[src/rtl/countere_pkg.sv]
// Shared definitions for the clock/timer block: mode codes, FSM states, ROM entry layout.
package countere_pkg;

  localparam int unsigned MODE_W  = 3;
  localparam int unsigned CNT_W   = 6;
  localparam int unsigned SEC_MAX = 59;
  localparam int unsigned MIN_MAX = 59;

  localparam logic [MODE_W-1:0] MODE_MENU  = 3'b000;
  localparam logic [MODE_W-1:0] MODE_CLOCK = 3'b001;
  localparam logic [MODE_W-1:0] MODE_TIMER = 3'b010;
  localparam logic [MODE_W-1:0] MODE_STOPW = 3'b011;

  typedef enum logic [1:0] {IDLE, CLOCK, TIMER, STOPW} state_t;

  // One ROM word: legality flag plus the mode it selects.
  typedef struct packed {
    logic              legal;
    logic [MODE_W-1:0] mode;
  } rom_entry_t;

  // Map an accepted mode code onto the FSM state that runs it.
  function automatic state_t mode_to_state(input logic [MODE_W-1:0] m);
    case (m)
      MODE_CLOCK: return CLOCK;
      MODE_TIMER: return TIMER;
      MODE_STOPW: return STOPW;
      default:    return IDLE;
    endcase
  endfunction

endpackage

[src/rtl/countere_fsm_rom_if.sv]
// User-side bus of the clock/timer block.
//   master: drives optiune_user, validare_fsm, switch; observes valid, fsm_reset, optiune, cnt_min, cnt_sec
//   slave : the block itself
interface countere_fsm_rom_if;
  import countere_pkg::*;

  logic [MODE_W-1:0] optiune_user;
  logic              validare_fsm;
  logic              switch;
  logic              valid;
  logic              fsm_reset;
  logic [MODE_W-1:0] optiune;
  logic [CNT_W-1:0]  cnt_min;
  logic [CNT_W-1:0]  cnt_sec;

  modport master (
    output optiune_user, validare_fsm, switch,
    input  valid, fsm_reset, optiune, cnt_min, cnt_sec
  );

  modport slave (
    input  optiune_user, validare_fsm, switch,
    output valid, fsm_reset, optiune, cnt_min, cnt_sec
  );
endinterface

[src/rtl/countere_fsm_rom_option_rom.sv]
// Mode legality ROM, 8 x {legal, mode}, purely combinational.
//   code    : mode code to look up
//   entry_c : ROM word for that code
module option_rom
  import countere_pkg::*;
(
  input  logic [MODE_W-1:0] code,
  output rom_entry_t        entry_c
);

  always_comb begin
    entry_c = '{legal: 1'b0, mode: MODE_MENU};
    case (code)
      3'b000:  entry_c = '{legal: 1'b1, mode: MODE_MENU};
      3'b001:  entry_c = '{legal: 1'b1, mode: MODE_CLOCK};
      3'b010:  entry_c = '{legal: 1'b1, mode: MODE_TIMER};
      3'b011:  entry_c = '{legal: 1'b1, mode: MODE_STOPW};
      default: entry_c = '{legal: 1'b0, mode: MODE_MENU};
    endcase
  end

endmodule

[src/rtl/countere_fsm_rom.sv]
// Clock/timer block top: validate synchroniser, mode FSM, tick prescaler, mm:ss counter.
//   clk, rst : clock and asynchronous active-low reset
//   bus      : user bus (mode select/validate/run in; legality, armed mode, mm:ss out)
module countere_fsm_rom_top
  import countere_pkg::*;
#(
  parameter int unsigned TICK_DIV     = 1,
  parameter int unsigned TIMER_PRESET = 300
) (
  input  logic                clk,
  input  logic                rst,
  countere_fsm_rom_if.slave   bus
);

  localparam int unsigned      PRESC_W  = (TICK_DIV > 1) ? $clog2(TICK_DIV) : 1;
  localparam logic [PRESC_W-1:0] PRESC_TC = PRESC_W'(TICK_DIV - 1);
  localparam logic [CNT_W-1:0] PRE_MIN  = CNT_W'(TIMER_PRESET / 60);
  localparam logic [CNT_W-1:0] PRE_SEC  = CNT_W'(TIMER_PRESET % 60);
  localparam logic [CNT_W-1:0] SEC_TC   = CNT_W'(SEC_MAX);
  localparam logic [CNT_W-1:0] MIN_TC   = CNT_W'(MIN_MAX);

  state_t              state_q, state_d;
  logic [MODE_W-1:0]   optiune_q, optiune_d;
  logic [CNT_W-1:0]    min_q, min_d, sec_q, sec_d;
  logic                fsm_reset_q, fsm_reset_d;
  logic                valid_q;
  logic [2:0]          val_sync_q;
  logic [PRESC_W-1:0]  presc_q;
  rom_entry_t          rom_c;
  logic                val_c, accept_c, run_c, tick_c;

  option_rom u_rom (
    .code    (bus.optiune_user),
    .entry_c (rom_c)
  );

  // Two-stage synchroniser plus one history bit for falling-edge detection.
  always_ff @(posedge clk or negedge rst) begin
    if (!rst) val_sync_q <= 3'b111;
    else      val_sync_q <= {val_sync_q[1:0], bus.validare_fsm};
  end

  assign val_c    = val_sync_q[2] & ~val_sync_q[1];
  assign accept_c = val_c & ~bus.switch & rom_c.legal;
  assign run_c    = bus.switch & (state_q != IDLE);
  assign tick_c   = run_c & (presc_q == PRESC_TC);

  // Seconds prescaler; cleared whenever the block is back in configure.
  always_ff @(posedge clk or negedge rst) begin
    if (!rst)              presc_q <= '0;
    else if (!bus.switch)  presc_q <= '0;
    else if (run_c)        presc_q <= tick_c ? '0 : presc_q + PRESC_W'(1);
  end

  // Registered legality of whatever code is presented.
  always_ff @(posedge clk or negedge rst) begin
    if (!rst) valid_q <= 1'b0;
    else      valid_q <= rom_c.legal;
  end

  // FSM and counter state register.
  always_ff @(posedge clk or negedge rst) begin
    if (!rst) begin
      state_q     <= IDLE;
      optiune_q   <= MODE_MENU;
      min_q       <= '0;
      sec_q       <= '0;
      fsm_reset_q <= 1'b0;
    end else begin
      state_q     <= state_d;
      optiune_q   <= optiune_d;
      min_q       <= min_d;
      sec_q       <= sec_d;
      fsm_reset_q <= fsm_reset_d;
    end
  end

  // Next state: accept (configure only) and tick (run only) are mutually exclusive.
  always_comb begin
    state_d     = state_q;
    optiune_d   = optiune_q;
    min_d       = min_q;
    sec_d       = sec_q;
    fsm_reset_d = 1'b0;

    if (accept_c) begin
      optiune_d   = rom_c.mode;
      state_d     = mode_to_state(rom_c.mode);
      fsm_reset_d = (rom_c.mode == MODE_MENU);
      if (rom_c.mode == MODE_TIMER) begin
        min_d = PRE_MIN;
        sec_d = PRE_SEC;
      end else begin
        min_d = '0;
        sec_d = '0;
      end
    end else if (tick_c) begin
      case (state_q)
        CLOCK: begin
          if (sec_q == SEC_TC) begin
            sec_d = '0;
            min_d = (min_q == MIN_TC) ? '0 : min_q + CNT_W'(1);
          end else begin
            sec_d = sec_q + CNT_W'(1);
          end
        end
        STOPW: begin
          if (!(min_q == MIN_TC && sec_q == SEC_TC)) begin
            if (sec_q == SEC_TC) begin
              sec_d = '0;
              min_d = min_q + CNT_W'(1);
            end else begin
              sec_d = sec_q + CNT_W'(1);
            end
          end
        end
        TIMER: begin
          if (sec_q != '0) begin
            sec_d = sec_q - CNT_W'(1);
          end else if (min_q != '0) begin
            sec_d = SEC_TC;
            min_d = min_q - CNT_W'(1);
          end
        end
        default: ;
      endcase
    end
  end

  assign bus.valid     = valid_q;
  assign bus.fsm_reset = fsm_reset_q;
  assign bus.optiune   = optiune_q;
  assign bus.cnt_min   = min_q;
  assign bus.cnt_sec   = sec_q;

endmodule

[src/flat_wrapper.sv]
// flat-port wrapper written by rule: the top's interface ports become plain ports
module countere_fsm_rom_top_flat import countere_pkg::*;
#(
  parameter int unsigned TICK_DIV     = 1,
  parameter int unsigned TIMER_PRESET = 300
)
  (clk, rst, bus_optiune_user, bus_validare_fsm, bus_switch, bus_valid, bus_fsm_reset, bus_optiune, bus_cnt_min, bus_cnt_sec);
  countere_fsm_rom_if bus_i ();
  input  logic clk;
  input  logic rst;
  input wire logic [$bits(bus_i.optiune_user)-1:0] bus_optiune_user;
  input wire logic [$bits(bus_i.validare_fsm)-1:0] bus_validare_fsm;
  input wire logic [$bits(bus_i.switch)-1:0] bus_switch;
  output wire logic [$bits(bus_i.valid)-1:0] bus_valid;
  output wire logic [$bits(bus_i.fsm_reset)-1:0] bus_fsm_reset;
  output wire logic [$bits(bus_i.optiune)-1:0] bus_optiune;
  output wire logic [$bits(bus_i.cnt_min)-1:0] bus_cnt_min;
  output wire logic [$bits(bus_i.cnt_sec)-1:0] bus_cnt_sec;
  assign bus_i.optiune_user = bus_optiune_user;
  assign bus_i.validare_fsm = bus_validare_fsm;
  assign bus_i.switch = bus_switch;
  assign bus_valid = bus_i.valid;
  assign bus_fsm_reset = bus_i.fsm_reset;
  assign bus_optiune = bus_i.optiune;
  assign bus_cnt_min = bus_i.cnt_min;
  assign bus_cnt_sec = bus_i.cnt_sec;
  countere_fsm_rom_top #(.TICK_DIV(TICK_DIV), .TIMER_PRESET(TIMER_PRESET)) u_core (.clk(clk), .rst(rst), .bus(bus_i));
endmodule
[config.mk]
export PLATFORM = sky130hd
export DESIGN_NAME = countere_fsm_rom_top_flat
export DESIGN_NICKNAME = d
export VERILOG_FILES = /design/src/rtl/countere_pkg.sv /design/src/rtl/countere_fsm_rom_if.sv /design/src/rtl/countere_fsm_rom_option_rom.sv /design/src/rtl/countere_fsm_rom.sv /design/src/flat_wrapper.sv
export SDC_FILE = /design/constraint.sdc
export NUM_CORES = 1
export LEC_CHECK = 0
export ABC_AREA = 1
export CAP_MARGIN = 30
export CORE_ASPECT_RATIO = 0.5
export CORE_MARGIN = 2
export CORE_UTILIZATION = 25
export CTS_CLUSTER_DIAMETER = 40
export DETAILED_ROUTE_END_ITERATION = 7
export GPL_TIMING_DRIVEN = 0
export SKIP_CTS_REPAIR_TIMING = 1
export SLEW_MARGIN = 20
export SYNTH_ARGS = -nofsm -noshare
export SYNTH_HDL_FRONTEND = slang
export SYNTH_HIERARCHICAL = 1
export SYNTH_SLANG_ARGS = --single-unit
[constraint.sdc]
create_clock -name clk -period 2.2 [get_ports clk]
set_clock_uncertainty 0.15 [all_clocks]
set_input_delay 0.33 -clock clk [delete_from_list [all_inputs] [get_ports clk]]
set_output_delay 0.33 -clock clk [all_outputs]
set_load 0.1 [all_outputs]
==> flow_summary.ini, run 1 <==
[setup_path]
worst-path-max-fanout = 10
cp-endpoint = u_core/bus.cnt_sec[1]$_DFFE_PN0P_
r2r_start = u_core/state_q[0]$_DFFE_PN0P_
start_kind = flip-flop
r2r-end = u_core/bus.cnt_sec[1]$_DFFE_PN0P_
cp_data_required_time_ns = 2.23
crit_type = flip-flop to flip-flop
startpoint = u_core/state_q[0]$_DFFE_PN0P_
crit_path_end_kind = flip-flop
r2r_cells = 8
arrival_ns = 2.08
r2r_setup_slack_ns = 0.15

[sta]
timing.final.crit_share = 0.932
fin_crit_ns = 2.05
tightest_slew_ns = 0.975
fmax_mhz = 488
worst_slack_ns = 0.150
drv_slew = 0
relSlewSlack = 0.349
setup-violations-final = 0
hold_viol = 0
rsz0062_at_grt = no

[clock_network]
ctsHtreeMaxLevel = 1
clkTransAtPathRegs_ns = 0.06
numCtsBuffers = 3
cts_tree = yes
clockBufferDepth = 2
cts_root_buf = clkbuf_16
insertion_delay_ns = 0.26
clock_sinks = 23

[hold_path]
whs_path_depth = 0
hp-class = flip-flop to flip-flop

[placement]
dpl.cell_count = 380
place.gp.congestion = 0.864
detailed_place_hpwl_microns = 3240
place_ws_ns = -0.0175
io_buffers = 23

[finish]
instances_no_fill = 384
nets = 310
utilization = 0.335
synthToLayoutAreaGrowth_pct = 27.6
antenna_cells = 0
drive_gt1_frac = 0.154

[route]
routedWlPerCell_microns = 10.9
ant_nets = 0
vias_per_cell = 4.30
first_pass_iters = 4
drt_iter0_drc = 111
via_count = 1651
drcViolationCount = 0
drt-total-wl_microns = 4200

[synthesis]
syn_avg_cell_area_sq_um = 6.76
yosysWarnings = 6
synth-seq-area-share = 0.324
synth_seq_cells = 23
syn_area_sq_mm = 0.00179
synth.distinct_cells = 31
syn_nets = 281
syn_inst = 264

[power_and_ir_drop]
p_per_area_mw_per_mm2 = 1390
p_leak_nw = 1.31
ir_drop_uv = 351
p_total_mw = 3.18

[floorplan]
initial_core_util = 0.262
die_w_microns = 124
die-area_sq_mm = 0.00787
io_pins = 24
core_area_sq_mm = 0.00681
row_count = 21
die_y_microns = 63.8

[global_routing]
grt_pass1_vias = 1424
overflow = 0
track_usage = 0.111
antenna_found_initial = 0
grt_pass1_wl_microns = 7020
grt_start_max_net_pins = 15

[run_status]
run_status = completed

[job]
max-cap-violations = 0
placed cells by master (no fill, tap or decap), types with 2 or more instances in the layout:
master | netlist | final
a21oi_1 | 4 | 4
buf_2 | 4 | 4
buf_4 | 3 | 3
clkbuf_16 | 0 | 3
clkdlybuf4s50_1 | 0 | 6
dfrtp_1 | 20 | 14
dfrtp_2 | 0 | 6
dfstp_2 | 3 | 3
dlymetal6s2s_1 | 0 | 17
ha_1 | 10 | 10
inv_1 | 32 | 32
inv_2 | 4 | 4
nand2_1 | 77 | 77
nand2_2 | 4 | 4
nand3_1 | 23 | 23
nand3_2 | 2 | 2
nand3b_1 | 2 | 2
nand4_1 | 4 | 4
nor2_1 | 30 | 30
nor2_2 | 4 | 4
o211ai_1 | 3 | 3
o21ai_0 | 12 | 12
o21ai_1 | 4 | 4
o21ai_2 | 4 | 4
o22ai_1 | 2 | 2
or2_2 | 3 | 3
xor2_1 | 2 | 2
through the flow:
stage | TNS, ns | hold slack, ns | instance area (sq um)
after detailed placement | -0.0372 | 0.202 | 2150
after CTS | -1.79 | 0.212 | 2240
final | 0 | 0.209 | 2280
after floorplan | 0 | -0.116 | 1790
after global routing | 0 | 0.218 | 2280
after global placement | 0 | 0.200 | 2140
flip-flops by register name, summed over array words and instances, names as in the netlist:
signal                cells
u_core/bus.cnt_min        6
u_core/bus.cnt_sec        6
u_core/bus.optiune        3
u_core/val_sync_q         3
u_core/state_q            2
u_core/bus.fsm_reset      1
u_core/bus.valid          1
u_core/presc_q            1
power by group:
| group | leakage (nW) | internal [mW] | total [mW] | switching (mW) |
|---|---|---|---|---|
| registers | 0.282 | 0.549 | 0.720 | 0.171 |
| logic | 0.992 | 0.585 | 2.06 | 1.47 |
| clock network | 0.0371 | 0.246 | 0.399 | 0.153 |
worst min path at each step:
stage,from,to,slack [ns]
after global placement,u_core/val_sync_q[0]$_DFF_PN1_,u_core/val_sync_q[1]$_DFF_PN1_,0.20
after global routing,u_core/val_sync_q[0]$_DFF_PN1_,u_core/val_sync_q[1]$_DFF_PN1_,0.22
after floorplan,rst,u_core/bus.cnt_min[0]$_DFFE_PN0P_,-0.12
after detailed placement,u_core/val_sync_q[0]$_DFF_PN1_,u_core/val_sync_q[1]$_DFF_PN1_,0.20
final,u_core/val_sync_q[0]$_DFF_PN1_,u_core/val_sync_q[1]$_DFF_PN1_,0.21
after CTS,u_core/val_sync_q[0]$_DFF_PN1_,u_core/val_sync_q[1]$_DFF_PN1_,0.21
metal layers:
| layer | global-route usage | part of all wire |
|---|---|---|
| met2 | 0.167 | 0.45 |
| met3 | 0.0179 | 0.051 |
| met5 | 0 | 0 |
| met1 | 0.167 | 0.49 |
| met4 | 0.0213 | 0.0064 |
kinds of logic after synthesis:
kind of cell	Yosys count	synth area share
AO/OA/AOI/OAI	31	0.103
AND/OR/NAND/NOR	152	0.383
XOR/XNOR	2	0.00981
buffers and inverters	45	0.108
flip-flops	23	0.324
adder cells (fa/ha/maj)	10	0.0701
other	1	0.00210
worst max-delay path, stage by stage, from the launching register on:
cell and delay, ns:
dfrtp_1 0.40, inv_1 0.13, ha_1 0.23, buf_2 0.28, inv_1 0.21, or2_2 0.31
a21oi_1 0.14, nand2_1 0.06, o21ai_1 0.07
area by class of cell:
| type | instances | area, sq um |
|---|---|---|
| fillers | 727 | 4530 |
| multi-input cells | 196 | 1010 |
| flip-flops and latches | 23 | 587 |
| repair buffers | 24 | 288 |
| inverters | 37 | 139 |
| well taps | 92 | 115 |
| clock buffers | 3 | 75.1 |
| plain buffers | 8 | 53.8 |
| clock inverters | 1 | 7.51 |
cell usage after synthesis:
cell type,count,area [sq um]
nand2_2,4,25.0
or2_2,3,18.8
nand3b_1,2,15.0
nor4_1,1,6.26
nand4_1,4,25.0
xor2_1,2,17.5
o21ai_1,4,20.0
nand3_2,2,20.0
nand2_4,1,11.3
nand2_1,77,289
dfrtp_1,20,500
dfstp_2,3,78.8
nand3_1,23,115
a21oi_1,4,20.0
inv_1,32,120
buf_6,1,11.3
nand3b_4,1,20.0
buf_2,4,20.0
nor2_2,4,25.0
o211ai_1,3,22.5
buf_4,3,22.5
conb_1,1,3.75
inv_2,4,15.0
nor2_1,30,113
clkinv_1,1,3.75
o22ai_1,2,12.5
o21ai_2,4,35.0
o21ai_0,12,60.1
ha_1,10,125
o21a_1,1,7.51
a31oi_1,1,6.26
(Power assumes the default switching activity.)
==> run 2: changes to the inputs <==
- HOLD_SLACK_MARGIN: not set -> 0.05
==> results of run 2 <==
No change in the layout: final DEF, timing and power equal those of run 1.
==> run 3: changes to the inputs <==
- CELL_PAD_IN_SITES_DETAIL_PLACEMENT: not set -> 1
- CELL_PAD_IN_SITES_GLOBAL_PLACEMENT: not set -> 1
- PLACE_DENSITY_LB_ADDON: not set -> 0.1
==> flow_summary.ini, run 3 (synthesis results as in run 1) <==
[run_status]
run_status = completed

[sta]
tightest_slew_ns = 0.972
relSlewSlack = 0.351
hold_viol = 0
rsz0062_at_grt = no
drv_slew = 0
worst_slack_ns = 0.176
setup-violations-final = 0
timing.final.crit_share = 0.920
whs_ns = 0.207
tns_ns = 0
fmax_mhz = 494
fin_crit_ns = 2.02

[finish]
nets = 310
ff_latch_area_sq_um = 587
synthToLayoutAreaGrowth_pct = 27.4
utilization = 0.334
final_area_sq_mm = 0.00227
mostFrequentLayoutCell = nand2_1
drive_gt1_frac = 0.154
instances_no_fill = 384
mostFrequentLayoutCells = nand2_1, inv_1, nor2_1
multi_input_area_sq_mm = 0.00102
fill_cells = 860
antenna_cells = 0

[placement]
place_ws_ns = -0.147
dpl.cell_count = 379
io_buffers = 23
place.gp.congestion = 0.833
detailed_place_hpwl_microns = 4190
dpl_cell_area_sq_mm = 0.00213

[route]
vias_per_cell = 4.55
drt-total-wl_microns = 5340
first_pass_iters = 4
drt_iter0_drc = 69
via_count = 1748
ant_nets = 0
routedWlPerCell_microns = 13.9
drcViolationCount = 0

[global_routing]
track_usage = 0.151
use_met3 = 0.0268
use_met1 = 0.202
gr-usage-met2 = 0.263
overflow = 0
grt-busiest-layer = met2
grt_pass1_wl_microns = 9310
antenna_found_initial = 0
grt_pass1_vias = 1843
grt_start_max_net_pins = 24

[setup_path]
r2r_start = u_core/bus.cnt_min[1]$_DFFE_PN0P_
cp_data_required_time_ns = 1.72
startpoint = u_core/bus.cnt_min[4]$_DFFE_PN0P_
crit_type = flip-flop to output pin
worst-path-max-fanout = 8
slowest_delay_ns = 0.80
r2r_setup_slack_ns = 0.20
path_buf_inv = 1
r2r-end = u_core/bus.cnt_min[4]$_DFFE_PN0P_
crit_chain = dlymetal6s2s_1
arrival_ns = 1.54
r2r_cells = 10
critPathTopFamily = buffers and inverters
crit_slowest_cell = dlymetal6s2s_1
crit_path_end_kind = output pin
start_kind = flip-flop

[hold_path]
hp-class = flip-flop to flip-flop
hold_start = u_core/val_sync_q[0]$_DFF_PN1_
whs_path_depth = 0
holdPathEnd = u_core/val_sync_q[1]$_DFF_PN1_

[floorplan]
io_pins = 24
die_y_microns = 63.8
row_count = 21
core_area_sq_mm = 0.00681
die_w_microns = 124
die-area_sq_mm = 0.00787
initial_core_util = 0.262

[clock_network]
ctsHtreeMaxLevel = 1
clkTransAtPathRegs_ns = 0.07
insertion_delay_ns = 0.26
cts_tree = yes
clock_sinks = 23
clockBufferDepth = 2
numCtsBuffers = 3
cts_root_buf = clkbuf_16

[power_and_ir_drop]
p_leak_nw = 1.31
p_per_area_mw_per_mm2 = 1420
p_total_mw = 3.24
ir_drop_uv = 575

[job]
max-cap-violations = 0
-- run 3: worst max path at each step --
stage | to | slack, ns | cells past startpoint
2_1_floorplan | u_core/bus.cnt_min[4]$_DFFE_PN0P_ | 0.01 | 9
3_3_place_gp | u_core/bus.cnt_min[0]$_DFFE_PN0P_ | -0.1 | 9
3_5_place_dp | u_core/bus.cnt_min[4]$_DFFE_PN0P_ | -0.15 | 12
4_1_cts | bus_cnt_min[4] | -0.25 | 1
5_1_grt | u_core/bus.cnt_sec[1]$_DFFE_PN0P_ | 0.006 | 8
6_report | bus_cnt_min[4] | 0.18 | 1
-- run 3: metal layers --
layer | vias up | wire [microns]
met5 | - | 0
li1 | 886 | -
met4 | 0 | 19
met1 | 846 | 2680
met3 | 2 | 149
met2 | 14 | 2490
-- run 3: cell type report --
class	instances	share of cell area
Sequential cell	23	0.258
Inverter	37	0.0611
Multi-Input combinational cell	196	0.449
Timing Repair Buffer	24	0.122
Buffer	8	0.0248
Clock buffer	4	0.0347
Tap cell	92	0.0506
-- run 3: where the power goes --
group	switching [mW]	total, mW	internal, mW	leakage (nW)
logic	1.52	2.11	0.588	0.990
registers	0.174	0.723	0.549	0.282
clock network	0.156	0.404	0.248	0.0382
total	1.85	3.24	1.39	1.31
